`config.mk`:
```
export PLATFORM = sky130hd
export DESIGN_NAME = dh_xor_check_seq
export DESIGN_NICKNAME = d
export VERILOG_FILES = /design/src/rtl/dh_xor_check_seq.sv
export SDC_FILE = /design/constraint.sdc
export NUM_CORES = 1
export LEC_CHECK = 0
export ABC_CLOCK_PERIOD_IN_PS = 1650
export CAP_MARGIN = 10
export CORE_MARGIN = 5
export CORE_UTILIZATION = 33
export CTS_CLUSTER_SIZE = 10
export DETAILED_ROUTE_END_ITERATION = 8
export PLACE_DENSITY = 0.84
export SYNTH_ARGS = -nofsm -noshare
export SYNTH_HDL_FRONTEND = slang
export SYNTH_SLANG_ARGS = --single-unit
```
`constraint.sdc`:
```
create_clock -name clk -period 1.65 [get_ports clk]
set_input_delay 0.33 -clock clk [delete_from_list [all_inputs] [get_ports clk]]
set_output_delay 0.33 -clock clk [all_outputs]
set_load 0.02 [all_outputs]
```
`src/rtl/dh_xor_check_seq.sv`:
```
// dh_xor_check_seq: end-to-end XOR key checker for a burst of NUM_WORDS words.
// Each accepted word is decrypted with the working key and compared against the
// expected plaintext. The block reports pass/fail, the mismatch count and the
// index of the first failing word. An optional rolling-key mode rotates the
// working key left by one bit after every accepted word.
module dh_xor_check_seq #(
  parameter  int DATA_W    = 32,
  parameter  int KEY_W     = 4,
  parameter  int NUM_WORDS = 8,
  parameter  int KEY_ROT   = 0,
  localparam int CNT_W     = $clog2(NUM_WORDS + 1)
) (
  input  logic              clk,
  input  logic              rst,
  input  logic              start,
  input  logic [KEY_W-1:0]  key_i,
  input  logic              abort,
  input  logic              in_valid,
  output logic              in_ready,
  input  logic [DATA_W-1:0] cipher_i,
  input  logic [DATA_W-1:0] ref_i,
  output logic              busy,
  output logic              done,
  output logic              pass,
  output logic [CNT_W-1:0]  mismatch_cnt,
  output logic              err_valid,
  output logic [CNT_W-1:0]  err_idx
);

  typedef enum logic [1:0] {
    S_IDLE = 2'd0,
    S_RUN  = 2'd1,
    S_DONE = 2'd2
  } state_t;

  state_t state_q, state_d;

  logic [DATA_W-1:0] key_w;
  logic [CNT_W-1:0]  idx;
  logic              busy_d, ready_d, done_d;

  // Shift-based form so the rotate stays legal even for DATA_W == 1.
  function automatic logic [DATA_W-1:0] rot_left1(input logic [DATA_W-1:0] x);
    return (x << 1) | (x >> (DATA_W - 1));
  endfunction

  // A beat is only counted in RUN and only when abort is not asserted with it.
  logic beat, word_mis, last_word, start_acc;
  assign start_acc = (state_q == S_IDLE) && start;
  assign beat      = (state_q == S_RUN) && in_valid && in_ready && !abort;
  assign word_mis  = ((cipher_i ^ key_w) != ref_i);
  assign last_word = (idx == CNT_W'(NUM_WORDS - 1));

  // State register.
  always_ff @(posedge clk or negedge rst) begin
    if (!rst) state_q <= S_IDLE;
    else      state_q <= state_d;
  end

  // Next-state logic: abort dominates a simultaneous beat; DONE lasts one cycle.
  always_comb begin
    state_d = state_q;
    unique case (state_q)
      S_IDLE: if (start) state_d = S_RUN;
      S_RUN: begin
        if (abort)                 state_d = S_IDLE;
        else if (beat && last_word) state_d = S_DONE;
      end
      S_DONE:  state_d = S_IDLE;
      default: state_d = S_IDLE;
    endcase
  end

  // Output decode from the next state, so the registered outputs line up with it.
  always_comb begin
    busy_d  = (state_d == S_RUN);
    ready_d = (state_d == S_RUN);
    done_d  = (state_d == S_DONE);
  end

  // Registered control outputs.
  always_ff @(posedge clk or negedge rst) begin
    if (!rst) begin
      busy     <= 1'b0;
      in_ready <= 1'b0;
      done     <= 1'b0;
    end else begin
      busy     <= busy_d;
      in_ready <= ready_d;
      done     <= done_d;
    end
  end

  // Burst datapath: key latch on start, per-beat compare, counters and verdict.
  always_ff @(posedge clk or negedge rst) begin
    if (!rst) begin
      key_w        <= '0;
      idx          <= '0;
      mismatch_cnt <= '0;
      err_valid    <= 1'b0;
      err_idx      <= '0;
      pass         <= 1'b0;
    end else if (start_acc) begin
      key_w        <= DATA_W'(key_i);
      idx          <= '0;
      mismatch_cnt <= '0;
      err_valid    <= 1'b0;
      err_idx      <= '0;
      pass         <= 1'b0;
    end else if (beat) begin
      if (word_mis) begin
        mismatch_cnt <= mismatch_cnt + CNT_W'(1);
        if (!err_valid) begin
          err_valid <= 1'b1;
          err_idx   <= idx;
        end
      end
      idx <= idx + CNT_W'(1);
      if (KEY_ROT != 0) key_w <= rot_left1(key_w);
      // Verdict includes the last word, which is not yet in mismatch_cnt.
      if (last_word) pass <= (mismatch_cnt == '0) && !word_mis;
    end
  end

endmodule
```
==> metrics, run 1 <==
first-pass GRT wire length 6.837 mm; CTS tree yes; Post-DRT Antenna Nets 0; RSZ-0062 raised after global routing yes; I/O pin count 86; Worst EP arrival 1880 ps; Critical Path RT 1810 ps; period utilization 104.3%; Mapped Cells 140; Switching Power 0.4398 mW; Final setup viols 8; share of cells above drive strength 1 29.15%; Int Power 1.066 mW; routed vias 1434; Least-Margin Pin Slew 281.4 ps; initial antenna violation count 0; total track usage 16.10%; gr ovfl total 0; H-tree Lvls 1; RD Place Congestion 0.8060; max_cap viols 0; port bufs 85; CP endpoint kind flip-flop; WL/cell 15.91 um; Die Y-Extent 74.73 um; worst hold slack 400.5 ps; Layout Utilization 60.34%; largest net degree at the start of global routing 23; sequential power share 41.2%; clock buffer depth 2; failing checks setup timing; post-synthesis sequential area ratio 39.82%; Starting DRT DRC Count 59; post-synth net total 216; row cnt 23; n_diodes 0; Max Freq 580.8 MHz; logic gate share of total power 32.7%; switching share of total power 29.22%; Pwr Total 1.505 mW; placed wire-length estimate 3.667 mm; synthesized cell area 0.001383 mm^2; Hold WC Path Type input pin to asynchronous set/reset pin; status complete, but fails checks; CP Class flip-flop to flip-flop; PD cells 619.2 mW/mm^2; Sink Count 22; minimum clock period 1722 ps; Clk network pwr share 26.1%; Pre-Repair DR Iteration Count 4; clk_skew 7.488 ps; CTS buffer count 3; post-synth top area share 39.82%; Critical Path Start Type flip-flop; Reg clk slew, reported paths 80 ps; Routed WL 4.724 mm; area leader, netlist dfrtp_1; average size of a mapped cell 9.876 um^2; Area contributors post-synth dfrtp_1 40%, xor2_1 22%, nand2_1 5.2%, a32o_1 3.6%, xnor2_1 3.2%; relative slew slack 81.24%; clock root buffer clkbuf_8; die width 74.73 um; core area 0.004029 mm^2; Vias/cell 4.828; cts-stage hold buffer count 0; endpoints failing hold 0; P&R area growth vs syn 75.84%; DRC Markers 0; max-slew violation total from the final report 0; Starting Density 34.32%; vias in the first global route 1498; Cell variety after synth 31; dpl ws -700.2 ps; Pleak 1.244 nW; fin nets 324; clock network latency to the later pin of the worst-skew pair 270 ps; synth warn 0; critical path fanouts, max 4; Fill cells 352; flops & latches, synth 22; final worst slack -71.65 ps; peak supply drop 0.0006710 V; die area 0.005584 mm^2
-- timing repair --
action	CTS	global route
gates resized for setup	112	69
gates cloned	1	0
endpoints found under the setup margin	16	15
pin swaps	48	42
setup buffers	2	2
-- registers in the layout, summed over array words and instances (netlist names), 2 cells and up --
name / count
err_idx: 4
idx: 4
key_w: 4
mismatch_cnt: 4
state_q: 2
-- cells in the mapped netlist (all sizes together) --
library cell / number
a21oi: 3
a22o: 4
a32o: 5
and2: 1
and3: 1
and4b: 2
and4bb: 1
buf: 2
clkbuf: 2
dfrtp: 22
ha: 3
inv: 2
nand2: 19
nand2b: 1
nand3: 2
nand3b: 1
nand4: 4
nor2: 10
nor3: 1
nor3b: 1
nor4: 6
o211ai: 1
o21ai: 1
o31ai: 2
o32ai: 2
or3: 1
or3b: 1
xnor2: 5
xor2: 34
-- power by group through the flow --
stage               clock network, mW  logic (mW)  registers [mW]
floorplan                           0       0.184           0.642
global placement                    0       0.495           0.625
detailed placement                  0       0.511           0.627
CTS                             0.395       0.480           0.619
global route                    0.419       0.537           0.627
finish                          0.392       0.492           0.621
-- final cells by class --
cell class / instances / area, um^2 / area share (%)
Tap cell: 50 / 62.56 / 2.573
Timing Repair Buffer: 106 / 873.3 / 35.92
Clock buffer: 4 / 55.05 / 2.265
Inverter: 2 / 7.507 / 0.3088
Sequential cell: 22 / 551.8 / 22.70
Multi-Input combinational cell: 113 / 880.8 / 36.23
-- path summary, 6_finish.rpt --
| path | from | end | slack [ps] | depth (start not counted) |
|---|---|---|---|---|
| worst max-delay path | state_q[1]$_DFF_PN0_ | err_idx[1]$_DFFE_PN0P_ | -70 | 7 |
| worst min register to register | err_idx[2]$_DFFE_PN0P_ | err_idx[2]$_DFFE_PN0P_ | 490 | 1 |
| worst max register to register | state_q[1]$_DFF_PN0_ | err_idx[1]$_DFFE_PN0P_ | -70 | 7 |
| min in group clk | abort | busy$_DFF_PN0_ | 490 | 3 |
| max in group asynchronous | rst | busy$_DFF_PN0_ | 1020 | 2 |
| worst min-delay path | rst | busy$_DFF_PN0_ | 400 | 2 |
-- cells by family after synthesis --
family	count (synthesis)	share of synthesized area, %
adder cells (fa/ha/maj)	3	2.715
flip-flops	22	39.82
AO/OA/AOI/OAI	18	10.50
buffers and inverters	6	2.444
AND/OR/NAND/NOR	52	19.82
XOR/XNOR	39	24.71
-- metal layers --
metal / vias to the layer above / GRT usage [%] / routed length [um]
li1: 705 / - / -
met1: 674 / 19.19 / 1804
met2: 45 / 29.17 / 2605
met3: 10 / 3.738 / 232
met4: 0 / 3.953 / 82
met5: - / 0 / 0
-- placed cells by master, fill, tap and decap left out, types with 2 or more instances in the layout --
master,count
a32o_1,5
buf_6,5
ha_1,3
o31ai_1,2
clkdlybuf4s50_1,12
xor2_1,34
clkdlybuf4s15_1,21
dlygate4sd2_1,13
inv_1,2
xnor2_1,5
nor2_1,9
nand3_1,2
nand2_1,19
nand4_1,4
a21oi_2,2
clkbuf_2,25
dfrtp_1,21
or3_4,2
a22o_1,4
buf_4,18
clkbuf_8,4
nor4_2,3
buf_2,5
dlymetal6s2s_1,7
nor4_1,3
-- metrics by stage --
| step | instances | TNS, ps | cell area [um^2] |
|---|---|---|---|
| floorplan | 140 | -1148 | 1394 |
| global placement | 288 | -7678 | 2399 |
| detailed placement | 288 | -7775 | 2399 |
| CTS | 295 | -494.1 | 2464 |
| global route | 297 | -1153 | 2431 |
| finish | 297 | -447.3 | 2431 |
-- critical path, stage by stage (launching register included) --
cell and delay [ps]:
dfrtp_1 440, and4bb_1 330, buf_4 140, nand2_1 100, nor2_2 150, o32ai_2 100, buf_4 150, a32o_1 190
Power figures use the tool's default switching activity.
==> run 2, diff against run 1 <==
- SLEW_MARGIN: not set -> 40
==> results of run 2 <==
Same layout as run 1: the final DEF is identical, and so are final timing and power.
